### src/rtl/dac_spi_tx_pkg.sv
// Shared definitions for the DAC SPI transmitter: FSM encoding, frame geometry
// and the default command nibble.
package dac_spi_tx_pkg;

   localparam int unsigned FRAME_W = 16;
   localparam logic [3:0]  DAC_CMD_DEFAULT = 4'h3;

   typedef enum logic [2:0] {
      ST_IDLE  = 3'd0,
      ST_SETUP = 3'd1,
      ST_SHIFT = 3'd2,
      ST_HOLD  = 3'd3,
      ST_GAP   = 3'd4
   } state_t;

   function automatic logic [FRAME_W-1:0] make_frame(input logic [3:0] cmd,
                                                     input logic [7:0] code);
      return {cmd, code, 4'b0000};
   endfunction

endpackage

### src/rtl/dac_spi_tx_if.sv
// Request/status and SPI pin bundle between the ramp controller and the DAC transmitter.
interface dac_spi_tx_if;
   logic       spi_start;
   logic [7:0] voltage;
   logic       spi_sclk;
   logic       spi_mosi;
   logic       spi_cs_n;
   logic       busy;
   logic       done;

   modport master (
      output spi_start, voltage,
      input  spi_sclk, spi_mosi, spi_cs_n, busy, done
   );

   modport slave (
      input  spi_start, voltage,
      output spi_sclk, spi_mosi, spi_cs_n, busy, done
   );
endinterface

### src/rtl/dac_spi_tx_sclk_divider.sv
// SCLK half-period tick generator: down-counter reloaded with CLK_DIV-1,
// tick on terminal count while enabled.
module sclk_divider #(
   parameter int unsigned CLK_DIV = 5
) (
   input  logic clk,
   input  logic reset,
   input  logic enable,
   input  logic clear,
   output logic tick
);

   localparam logic [7:0] RELOAD = 8'(CLK_DIV - 1);

   logic [7:0] cnt_q;

   always_ff @(posedge clk or posedge reset) begin
      if (reset) begin
         cnt_q <= 8'd0;
      end else if (clear) begin
         cnt_q <= RELOAD;
      end else if (enable) begin
         cnt_q <= (cnt_q == 8'd0) ? RELOAD : cnt_q - 8'd1;
      end
   end

   assign tick = enable && !clear && (cnt_q == 8'd0);

endmodule

### src/rtl/dac_spi_tx.sv
// SPI mode-0 transmitter for a 16-bit DAC frame {cmd, code, 4'b0} with a
// one-deep pending request so back-to-back frames keep only the CS gap between them.
//
// state | meaning
// IDLE  | waiting for a start edge, CS high
// SETUP | CS low, SCLK low, MSB on MOSI for one half-period
// SHIFT | 16 SCLK periods, MOSI advances on falling edges
// HOLD  | CS low after the last falling edge for one half-period
// GAP   | CS high for CS_GAP cycles, busy still asserted
module dac_spi_tx
   import dac_spi_tx_pkg::*;
#(
   parameter int unsigned CLK_DIV = 5,
   parameter int unsigned CS_GAP  = 4,
   parameter logic [3:0]  DAC_CMD = DAC_CMD_DEFAULT
) (
   input  logic          clk,
   input  logic          reset,
   dac_spi_tx_if.slave   bus
);

   localparam logic [7:0] GAP_RELOAD = 8'(CS_GAP - 1);

   state_t               state_q, state_d;
   logic [FRAME_W-1:0]   shift_q, shift_d;
   logic [4:0]           bit_cnt_q, bit_cnt_d;
   logic [7:0]           gap_cnt_q, gap_cnt_d;
   logic                 sclk_q, sclk_d;
   logic                 done_q, done_d;
   logic                 pend_q, pend_d;
   logic [7:0]           pend_volt_q, pend_volt_d;
   logic                 start_q;
   logic                 armed_q;
   logic                 start_edge;
   logic                 div_en;
   logic                 div_clr;
   logic                 tick;

   // armed_q blocks a start level that was already high when reset released
   assign start_edge = bus.spi_start && !start_q && armed_q;

   assign div_en  = (state_q == ST_SETUP) || (state_q == ST_SHIFT) || (state_q == ST_HOLD);
   assign div_clr = !div_en;

   sclk_divider #(.CLK_DIV(CLK_DIV)) u_sclk_divider (
      .clk    (clk),
      .reset  (reset),
      .enable (div_en),
      .clear  (div_clr),
      .tick   (tick)
   );

   always_ff @(posedge clk or posedge reset) begin
      if (reset) begin
         state_q     <= ST_IDLE;
         shift_q     <= '0;
         bit_cnt_q   <= 5'd0;
         gap_cnt_q   <= 8'd0;
         sclk_q      <= 1'b0;
         done_q      <= 1'b0;
         pend_q      <= 1'b0;
         pend_volt_q <= 8'd0;
         start_q     <= 1'b0;
         armed_q     <= 1'b0;
      end else begin
         state_q     <= state_d;
         shift_q     <= shift_d;
         bit_cnt_q   <= bit_cnt_d;
         gap_cnt_q   <= gap_cnt_d;
         sclk_q      <= sclk_d;
         done_q      <= done_d;
         pend_q      <= pend_d;
         pend_volt_q <= pend_volt_d;
         start_q     <= bus.spi_start;
         armed_q     <= armed_q || !bus.spi_start;
      end
   end

   always_comb begin
      state_d     = state_q;
      shift_d     = shift_q;
      bit_cnt_d   = bit_cnt_q;
      gap_cnt_d   = gap_cnt_q;
      sclk_d      = 1'b0;
      done_d      = 1'b0;
      pend_d      = pend_q;
      pend_volt_d = pend_volt_q;

      if (start_edge && (state_q != ST_IDLE)) begin
         pend_d      = 1'b1;
         pend_volt_d = bus.voltage;
      end

      case (state_q)
         ST_IDLE: begin
            if (start_edge) begin
               state_d   = ST_SETUP;
               shift_d   = make_frame(DAC_CMD, bus.voltage);
               bit_cnt_d = 5'd0;
            end
         end
         ST_SETUP: begin
            if (tick) state_d = ST_SHIFT;
         end
         ST_SHIFT: begin
            sclk_d = sclk_q;
            if (tick) begin
               if (!sclk_q) begin
                  sclk_d = 1'b1;
               end else begin
                  sclk_d = 1'b0;
                  if (bit_cnt_q == 5'd15) begin
                     state_d = ST_HOLD;
                  end else begin
                     bit_cnt_d = bit_cnt_q + 5'd1;
                     shift_d   = {shift_q[FRAME_W-2:0], 1'b0};
                  end
               end
            end
         end
         ST_HOLD: begin
            if (tick) begin
               state_d   = ST_GAP;
               done_d    = 1'b1;
               gap_cnt_d = GAP_RELOAD;
            end
         end
         ST_GAP: begin
            if (gap_cnt_q == 8'd0) begin
               // a fresh edge on the last gap cycle is newer than anything pending
               if (start_edge) begin
                  state_d   = ST_SETUP;
                  shift_d   = make_frame(DAC_CMD, bus.voltage);
                  bit_cnt_d = 5'd0;
                  pend_d    = 1'b0;
               end else if (pend_q) begin
                  state_d   = ST_SETUP;
                  shift_d   = make_frame(DAC_CMD, pend_volt_q);
                  bit_cnt_d = 5'd0;
                  pend_d    = 1'b0;
               end else begin
                  state_d = ST_IDLE;
               end
            end else begin
               gap_cnt_d = gap_cnt_q - 8'd1;
            end
         end
         default: state_d = ST_IDLE;
      endcase
   end

   assign bus.spi_sclk = sclk_q;
   assign bus.spi_mosi = ((state_q == ST_SETUP) || (state_q == ST_SHIFT)) ? shift_q[FRAME_W-1] : 1'b0;
   assign bus.spi_cs_n = !div_en;
   assign bus.busy     = (state_q != ST_IDLE);
   assign bus.done     = done_q;

endmodule

### src/flat_wrapper.sv
// flat-port wrapper written by rule: the top's interface ports become plain ports
module dac_spi_tx_flat import dac_spi_tx_pkg::*;
#(
   parameter int unsigned CLK_DIV = 5,
   parameter int unsigned CS_GAP  = 4,
   parameter logic [3:0]  DAC_CMD = DAC_CMD_DEFAULT
)
  (clk, reset, bus_spi_start, bus_voltage, bus_spi_sclk, bus_spi_mosi, bus_spi_cs_n, bus_busy, bus_done);
  dac_spi_tx_if bus_i ();
  input  logic clk;
  input  logic reset;
  input wire logic [$bits(bus_i.spi_start)-1:0] bus_spi_start;
  input wire logic [$bits(bus_i.voltage)-1:0] bus_voltage;
  output wire logic [$bits(bus_i.spi_sclk)-1:0] bus_spi_sclk;
  output wire logic [$bits(bus_i.spi_mosi)-1:0] bus_spi_mosi;
  output wire logic [$bits(bus_i.spi_cs_n)-1:0] bus_spi_cs_n;
  output wire logic [$bits(bus_i.busy)-1:0] bus_busy;
  output wire logic [$bits(bus_i.done)-1:0] bus_done;
  assign bus_i.spi_start = bus_spi_start;
  assign bus_i.voltage = bus_voltage;
  assign bus_spi_sclk = bus_i.spi_sclk;
  assign bus_spi_mosi = bus_i.spi_mosi;
  assign bus_spi_cs_n = bus_i.spi_cs_n;
  assign bus_busy = bus_i.busy;
  assign bus_done = bus_i.done;
  dac_spi_tx #(.CLK_DIV(CLK_DIV), .CS_GAP(CS_GAP), .DAC_CMD(DAC_CMD)) u_core (.clk(clk), .reset(reset), .bus(bus_i));
endmodule
### config.mk
export PLATFORM = sky130hd
export DESIGN_NAME = dac_spi_tx_flat
export DESIGN_NICKNAME = d
export VERILOG_FILES = /design/src/rtl/dac_spi_tx_pkg.sv /design/src/rtl/dac_spi_tx_if.sv /design/src/rtl/dac_spi_tx_sclk_divider.sv /design/src/rtl/dac_spi_tx.sv /design/src/flat_wrapper.sv
export SDC_FILE = /design/constraint.sdc
export NUM_CORES = 1
export LEC_CHECK = 0
export CAP_MARGIN = 10
export CORE_MARGIN = 4
export CORE_UTILIZATION = 52
export CTS_CLUSTER_SIZE = 14
export DETAILED_ROUTE_END_ITERATION = 7
export PLACE_DENSITY_LB_ADDON = 0.08
export SLEW_MARGIN = 20
export SYNTH_ARGS = -nofsm -noshare
export SYNTH_HDL_FRONTEND = slang
export SYNTH_SLANG_ARGS = --single-unit
### constraint.sdc
create_clock -name clk -period 2.4 [get_ports clk]
set_input_delay 0.36 -clock clk [delete_from_list [all_inputs] [get_ports clk]]
set_output_delay 0.36 -clock clk [all_outputs]
set_load 0.02 [all_outputs]
==> impl_metrics.tcl, run 1 <==
set metrics [dict create \
    clockBufferDepth 2 \
    worstHoldPathType "in -> async" \
    synth_nets 250 \
    synth_top_area_cell "dfrtp_1" \
    ctsHtreeMaxLevel 2 \
    crit_slowest_cell "clkdlybuf4s50_1" \
    slowest_delay_ns 0.68 \
    final_cell_mix "49 x dfrtp_1, 28 x nor2_1, 25 x nand2_1, 19 x o21ai_0" \
    gp_congestion 0.8010 \
    synth-seq-cells 49 \
    postCtsHoldBufs 0 \
    worstSetupPathType "reg -> out" \
    endpoint_kind "output pin" \
    cp-start-kind "flip-flop" \
    vias_per_cell 5.552 \
    max_freq_ghz 0.4500 \
    seq_area_frac_synth_pct 51.44 \
    grt_usage_pct 17.88 \
    ys_top_cells_by_area "dfrtp_1 51%, nor2_1 4.4%, xor2_1 4.0%, o21ai_0 4.0%, nand2_1 3.9%" \
    diodes 0 \
    cp_max_fo 11 \
    initial_core_util_pct 54.37 \
    worst_pin_slew_ns 0.7057 \
    final_cells 310 \
    netlist.area_leader.share_pct 51.44 \
    yosysWarnings 0 \
    fin_setup_tns_ns 0 \
    max-vdd-ir-drop_mv 0.3191 \
    die-height_um 75.71 \
    nets 276 \
    ys_types 38 \
    drc 0 \
    drtIter0Drc 74 \
    routed_wl_mm 4.423 \
    worst_ep_required_time_ns 2.04 \
    detail_route.wl_per_cell_um 14.27 \
    hold_viol 0 \
    grt_max_degree 21 \
    grt_pass1_vias 1684 \
    overflow 0 \
    status "completed" \
    final_layout_size_suffix_gt1_share_pct 14.34 \
    wl_met3_um 177 \
    p_leak_nw 1.216 \
    cts_tree "yes" \
    async_reset_ff_share_pct 100.0 \
    grt_pass1_wl_mm 7.721 \
    port_buffers 15 \
    power_density_nw_per_um2 504.7 \
    layout_commonest_cell "dfrtp_1" \
    avgSynthCellArea_um2 10.23 \
    fin_skew_ns 0.01000 \
    wl_met1_mm 2.191 \
    min_period_ns 2.222 \
    die_x_um 75.71 \
    syn_area_um2 2384 \
    syn_inst 233 \
    cts_buffers 5 \
    synth_flop_cell "dfrtp_1" \
    relSlewSlack_pct 52.85 \
    finalCritPeriodShare_pct 92.58 \
    placed_cells 304 \
    dieArea_um2 5731 \
    setup_viol 0 \
    met2_wirelength_mm 1.993 \
    antenna_found_initial 0 \
    clk_latency_ns 0.30 \
    area_growth_pct 14.80 \
    ios 16 \
    max_cap_violations 0 \
    core-area_um2 4384 \
    drtAntennaViolNets 0 \
    cts_root_buffer "clkbuf_8" \
    vias 1721 \
    first_pass_iters 4 \
    highest_layer "met4" \
    cts.repair.resized 0 \
    rows 24 \
    path_clk_slew_ns 0.09 \
    clock-sinks 49 \
    synth_edf_count 0 \
    path_cells "buf_4, o21ai_0, clkdlybuf4s50_1" \
    post_cts_buffers 0 \
    grt_setup_unrepaired "false" \
    fillers 372 \
    worstPathArrival_ns 1.86 \
    place_hpwl_mm 3.124 \
    maxSlewViolCount 0 \
]
==> metrics by stage <==
| stage | setup WS [ns] | total power, W | hold slack (ns) | instance area (µm²) | utilization [%] |
|---|---|---|---|---|---|
| after global routing | 0.01348 | 0.001440 | 0.3716 | 2736 | 62.41 |
| after global placement | 0.2776 | 0.0009409 | 0.4622 | 2663 | 60.73 |
| after floorplan | 0.4281 | 0.0009061 | 0.3914 | 2384 | - |
| after detailed placement | 0.2394 | 0.0009425 | 0.4699 | 2663 | 60.73 |
| final | 0.1780 | 0.001381 | 0.3499 | 2736 | 62.41 |
| after CTS | 0.1687 | 0.001401 | 0.3547 | 2736 | 62.41 |
==> cell usage after synthesis, drive strengths merged, types with 3 or more instances <==
library cell,count
a21oi,13
a22o,7
and3,3
buf,6
clkbuf,5
dfrtp,49
ha,6
inv,8
mux2,8
nand2,25
nand3,4
nor2,28
nor3,5
o21ai,19
o31ai,3
or2,3
xnor2,3
xor2,11
==> flip-flops by register name, summed over array words and instances, names as in the netlist <==
signal / flops
u_core.u_sclk_divider.cnt_q: 8
u_core.pend_q: 1
u_core.pend_volt_q: 8
u_core.gap_cnt_q: 8
u_core.bus.spi_sclk: 1
u_core.bit_cnt_q: 5
u_core.shift_q: 12
u_core.start_q: 1
u_core.armed_q: 1
u_core.bus.done: 1
u_core.state_q: 3
==> critical path: cells and delay by family (launching register included) <==
kind / cells / cell delay (ns)
buffers and inverters: 2 / 0.85
AOI/OAI and AO/OA: 1 / 0.33
DFF: 1 / 0.38
==> metal layers <==
| metal | GRT usage [%] | vias to the layer above |
|---|---|---|
| met4 | 6.214 | 0 |
| met1 | 24.28 | 825 |
| met3 | 4.749 | 6 |
| li1 | - | 856 |
| met2 | 27.80 | 34 |
| met5 | 0 | - |
==> area by class of cell <==
type,count,area [µm²],area share (%)
timing repair buffer,30,262.8,9.602
clock inverter,1,5.005,0.1829
clock buffer,5,68.82,2.515
sequential,49,1226,44.81
inverter,8,30.03,1.097
tap,52,65.06,2.378
multi-input combinational,165,1079,39.41
==> where the power goes <==
group / internal, W / switching (W) / leakage (nW)
Sequential: 0.000846 / 0.0000112 / 0.629
Clock: 0.000192 / 0.000264 / 0.0399
Combinational: 0.0000369 / 0.0000301 / 0.548
Total: 0.00108 / 0.000306 / 1.22
==> cell families after synthesis <==
logic type	Yosys count	share of synthesized area [%]
compound gates	50	13.60
buf+inv	19	3.307
flops	49	51.44
fa+ha+maj	6	3.150
mux	8	3.780
xor+xnor	14	5.144
simple gates	87	19.58
==> final timing paths <==
path	slack, ns	cells past startpoint	end	startpoint
worst max-delay path	0.18	3	bus_spi_cs_n	u_core.state_q[0]
worst min-delay path	0.35	2	u_core.u_sclk_divider.cnt_q[7]	reset
worst max register to register	0.28	7	u_core.bit_cnt_q[3]	u_core.bit_cnt_q[0]
worst min register to register	0.48	2	u_core.bit_cnt_q[4]	u_core.bit_cnt_q[4]
max in group asynchronous	1.46	3	u_core.state_q[2]	reset
min in group clk	0.48	2	u_core.bit_cnt_q[4]	u_core.bit_cnt_q[4]
No activity file was read; power rests on OpenSTA's default activity.
==> run 2: changes to the inputs <==
==> constraint.sdc (replaced) <==
create_clock -name clk -period 2.75 [get_ports clk]
set_input_delay 0.4125 -clock clk [delete_from_list [all_inputs] [get_ports clk]]
set_output_delay 0.4125 -clock clk [all_outputs]
set_load 0.02 [all_outputs]
==> run 2 against run 1 <==
Non-clock buffer count down 8. Design area fell by 1.2%. Utilization is 0.74 points lower. First-iteration DRC count is 19% higher. Worst setup slack improved by 0.26 ns. Flip-flop and latch count did not move. Critical path depth is 4 higher. Critical endpoint is now u_core.bit_cnt_q[3].
==> impl_metrics.tcl, run 2 (same netlist as run 1, synthesis figures left out) <==
set metrics [dict create \
    status "completed" \
    die_x_um 75.71 \
    endpoint_kind "flip-flop" \
    grt_max_degree 30 \
    power_density_nw_per_um2 466.9 \
    max_cap_violations 0 \
    vias 1654 \
    ios 16 \
    post_cts_buffers 0 \
    core-area_um2 4384 \
    r2r_cells 7 \
    final_cell_area_um2 2704 \
    cts_buffers 5 \
    grt_pass1_vias 1604 \
    maxSlewViolCount 0 \
    finalCritPeriodShare_pct 84.19 \
    cts_tree "yes" \
    utilization_pct 61.67 \
    worstPathArrival_ns 2.56 \
    clockBufferDepth 2 \
    nets 268 \
    diodes 0 \
    grt_pass1_wl_mm 7.224 \
    die-height_um 75.71 \
    vias_per_cell 5.441 \
    detail_route.wl_per_cell_um 13.53 \
    drtIter0Drc 88 \
    hold_viol 0 \
    timing.rr.start "u_core.bit_cnt_q[0]" \
    p_leak_nw 1.192 \
    overflow 0 \
    area_growth_pct 13.44 \
    fin_skew_ns 0.004749 \
    r2r-end "u_core.bit_cnt_q[3]" \
    relSlewSlack_pct 60.71 \
    cp_max_fo 20 \
    largest_reg_flops 12 \
    clk_latency_ns 0.30 \
    min_period_ns 2.315 \
    cts.repair.resized 0 \
    grt_setup_unrepaired "false" \
    cts_root_buffer "clkbuf_8" \
    fin_setup_tns_ns 0 \
    layout_commonest_cell "dfrtp_1" \
    fillers 376 \
    r2r_setup_slack_ns 0.43 \
    routed_wl_mm 4.114 \
    rows 24 \
    final_layout_size_suffix_gt1_share_pct 12.30 \
    max-vdd-ir-drop_mv 0.2999 \
    antenna_found_initial 0 \
    drc 0 \
    max_freq_ghz 0.4319 \
    cp-start-kind "flip-flop" \
    grt_usage_pct 16.52 \
    drtAntennaViolNets 0 \
    setup_viol 0 \
    critPathCapture "u_core.bit_cnt_q[3]" \
    dieArea_um2 5731 \
    path_clk_slew_ns 0.09 \
    place_hpwl_mm 2.910 \
    regMostFlops "u_core.shift_q" \
    first_pass_iters 4 \
    port_buffers 15 \
    final_cell_mix "49 x dfrtp_1, 28 x nor2_1, 25 x nand2_1, 19 x o21ai_0, 15 x clkdlybuf4s50_1" \
    total_power_w 0.001262 \
    crit_start "u_core.bit_cnt_q[0]" \
    worst_ep_required_time_ns 2.99 \
    worstSetupPathType "reg -> reg" \
    gp_congestion 0.8314 \
    initial_core_util_pct 54.37 \
    ctsHtreeMaxLevel 2 \
    worst_pin_slew_ns 0.5884 \
    worstHoldPathType "reg -> reg" \
    place_area_um2 2603 \
    clock-sinks 49 \
    postCtsHoldBufs 0 \
]
[run 2: worst min-delay path by stage]
stage	from	to	slack [ns]	depth (start not counted)
finish	u_core.shift_q[13]	u_core.shift_q[13]	0.48	2
global route	u_core.u_sclk_divider.cnt_q[0]	u_core.u_sclk_divider.cnt_q[0]	0.51	1
CTS	u_core.shift_q[13]	u_core.shift_q[13]	0.49	2
detailed placement	u_core.shift_q[13]	u_core.shift_q[13]	0.47	2
global placement	u_core.shift_q[15]	u_core.shift_q[15]	0.47	2
floorplan	u_core.shift_q[15]	u_core.shift_q[15]	0.44	2
[run 2: metal layers]
metal  global-route usage (%)  wire (µm)  part of all wire, %  vias up
met1                    23.75       2113                   51      785
met3                    3.166        105                  2.6        6
li1                         -          -                    -      843
met5                        0          0                    0        -
met2                    25.22       1836                   45       20
met4                    5.437         59                  1.4        0
[run 2: power by group]
group	total (W)	leakage (nW)	internal, W	switching, W
combinational	0.0000568	0.509	0.0000312	0.0000256
sequential	0.000746	0.629	0.000738	0.00000822
clock	0.000459	0.0542	0.000228	0.000232
total	0.00126	1.19	0.000997	0.000265
[run 2: area by class of cell]
type | instances | area, µm² | share of cell area (%)
multi-input combinational | 165 | 1079 | 39.89
timing repair buffer | 22 | 202.7 | 7.497
clock inverter | 1 | 5.005 | 0.1851
clock buffer | 7 | 96.34 | 3.563
sequential | 49 | 1226 | 45.35
tap | 52 | 65.06 | 2.406
inverter | 8 | 30.03 | 1.111
[run 2: stage by stage]
step                      worst slack (ns)  std cells  hold slack, ns
after floorplan                     0.7781        233          0.4423
after global placement              0.4271        296          0.4655
after detailed placement            0.3782        296          0.4699
after CTS                           0.4075        304          0.4904
after global routing                0.2906        304          0.5146
final                               0.4348        304          0.4849
[run 2: critical path, cell delays in order, from the launching register on]
cell       delay [ns]
dfrtp_1          0.42
ha_1             0.24
and3_1           0.19
ha_1             0.20
o221ai_1         0.27
nand4bb_4        0.30
or4_1            0.54
nand3_1          0.09
==> run 3: changes to the inputs <==
==> constraint.sdc (replaced) <==
create_clock -name clk -period 2.32 [get_ports clk]
set_input_delay 0.348 -clock clk [delete_from_list [all_inputs] [get_ports clk]]
set_output_delay 0.348 -clock clk [all_outputs]
set_load 0.02 [all_outputs]
==> run 3 against run 2 <==
Clock power up 8.3%. Count of clock-buffer cells in the layout unchanged. Combinational power up 23%. Power up 15%. Register-to-register slack worse by 0.24 ns. Worst setup slack worse by 0.35 ns. Design area up 2.2%. First-iteration DRC count up 9.1%. Routed wire length up 8.5%. Flip-flop and latch count unchanged. Critical path depth down 4. Via count up 4.4%. Largest cell class unchanged. Largest power group unchanged. Highest routed layer unchanged.
==> impl_metrics.tcl, run 3 (same netlist as run 1, synthesis figures left out) <==
set metrics [dict create \
    dieArea_um2 5731 \
    die_x_um 75.71 \
    relSlewSlack_pct 53.95 \
    regMostFlops "u_core.shift_q" \
    drtIter0Drc 96 \
    grt_usage_pct 18.21 \
    worst_pin_slew_ns 0.6894 \
    diodes 0 \
    detail_route.wl_per_cell_um 14.30 \
    utilization_pct 63.04 \
    grt_pass1_wl_mm 7.886 \
    endpoint_kind "output pin" \
    grt_max_degree 22 \
    worstHoldPathType "in -> async" \
    cts_root_buffer "clkbuf_8" \
    cts_tree "yes" \
    grt_pass1_vias 1712 \
    path_clk_slew_ns 0.08 \
    overflow 0 \
    port_buffers 15 \
    cp-start-kind "flip-flop" \
    first_pass_iters 4 \
    antenna_found_initial 0 \
    routed_wl_mm 4.463 \
    gp_congestion 0.7547 \
    final_cell_mix "48 x dfrtp_1, 28 x nor2_1, 25 x nand2_1, 19 x o21ai_0, 16 x buf_4" \
    r2r-end "u_core.bit_cnt_q[3]" \
    drc 0 \
    r2r_cells 7 \
    largest_reg_flops 12 \
    core-area_um2 4384 \
    post_cts_buffers 0 \
    ios 16 \
    cp_max_fo 11 \
    die-height_um 75.71 \
    timing.rr.start "u_core.bit_cnt_q[0]" \
    min_period_ns 2.237 \
    nets 277 \
    rows 24 \
    worstPathArrival_ns 1.89 \
    status "completed" \
    clockBufferDepth 2 \
    p_leak_nw 1.226 \
    vias_per_cell 5.535 \
    fin_skew_ns 0.007285 \
    initial_core_util_pct 54.37 \
    hold_viol 0 \
    crit_start "u_core.state_q[0]" \
    r2r_setup_slack_ns 0.19 \
    finalCritPeriodShare_pct 96.44 \
    drtAntennaViolNets 0 \
    grt_setup_unrepaired "false" \
    vias 1727 \
    clock-sinks 49 \
    fin_setup_tns_ns 0 \
    worst_ep_required_time_ns 1.97 \
    final_layout_size_suffix_gt1_share_pct 15.38 \
    ctsHtreeMaxLevel 2 \
    max-vdd-ir-drop_mv 0.2871 \
    fillers 350 \
    clk_latency_ns 0.30 \
    max_cap_violations 0 \
    power_density_nw_per_um2 526.0 \
    postCtsHoldBufs 0 \
    setup_viol 0 \
    layout_commonest_cell "dfrtp_1" \
    worstSetupPathType "reg -> out" \
    max_freq_ghz 0.4470 \
    cts_buffers 5 \
    area_growth_pct 15.96 \
    place_hpwl_mm 3.248 \
    maxSlewViolCount 0 \
]
[run 3: power by group]
| part | internal, W | switching, W |
|---|---|---|
| clock network | 0.000237 | 0.000261 |
| logic | 0.0000382 | 0.0000315 |
| registers | 0.000875 | 0.0000116 |
[run 3: final cells by class]
class	instances	area, µm²	share of cell area (%)
clock buffer	7	86.33	3.124
inverter	8	30.03	1.086
multi-input combinational	165	1085	39.25
sequential	49	1227	44.41
tap	52	65.06	2.354
timing repair buffer	31	270.3	9.778
[run 3: metal layers]
metal  vias to the layer above  GRT usage, %  wire length (µm)
met5                         -             0                 0
met4                         0         5.825                47
met3                         6         4.749               143
met2                        25         29.24              2136
met1                       830         24.18              2136
li1                        866             -                 -
[run 3: repair_timing]
action / in CTS / in global routing
endpoints found under the setup margin: 0 / 2
resized for setup: 0 / 2
hold endpoints to repair: 0 / 0
[run 3: critical path, stage by stage, from the launching register on]
cell             delay (ns)
dfrtp_1                0.38
buf_4                  0.17
o21ai_0                0.36
clkdlybuf4s50_1        0.69
[run 3: worst max-delay path by stage]
stage                     endpoint  slack, ns
2_1_floorplan  u_core.bit_cnt_q[3]       0.35
5_1_grt               bus_spi_cs_n      0.007
3_5_place_dp     u_core.shift_q[7]       0.09
6_report              bus_spi_cs_n       0.08
4_1_cts               bus_spi_cs_n       0.09
3_3_place_gp     u_core.shift_q[5]       0.14
[run 3: per-stage QoR]
stage / setup slack [ns] / area, µm² / power, W / std cells / hold slack, ns
4_1_cts: 0.09402 / 2756 / 0.001480 / 312 / 0.3719
6_report: 0.08267 / 2764 / 0.001454 / 312 / 0.3654
2_1_floorplan: 0.3481 / 2384 / 0.0009373 / 233 / 0.3794
3_3_place_gp: 0.1414 / 2670 / 0.0009748 / 305 / 0.4657
3_5_place_dp: 0.09455 / 2670 / 0.0009761 / 305 / 0.4713
5_1_grt: 0.007059 / 2764 / 0.001527 / 312 / 0.3965
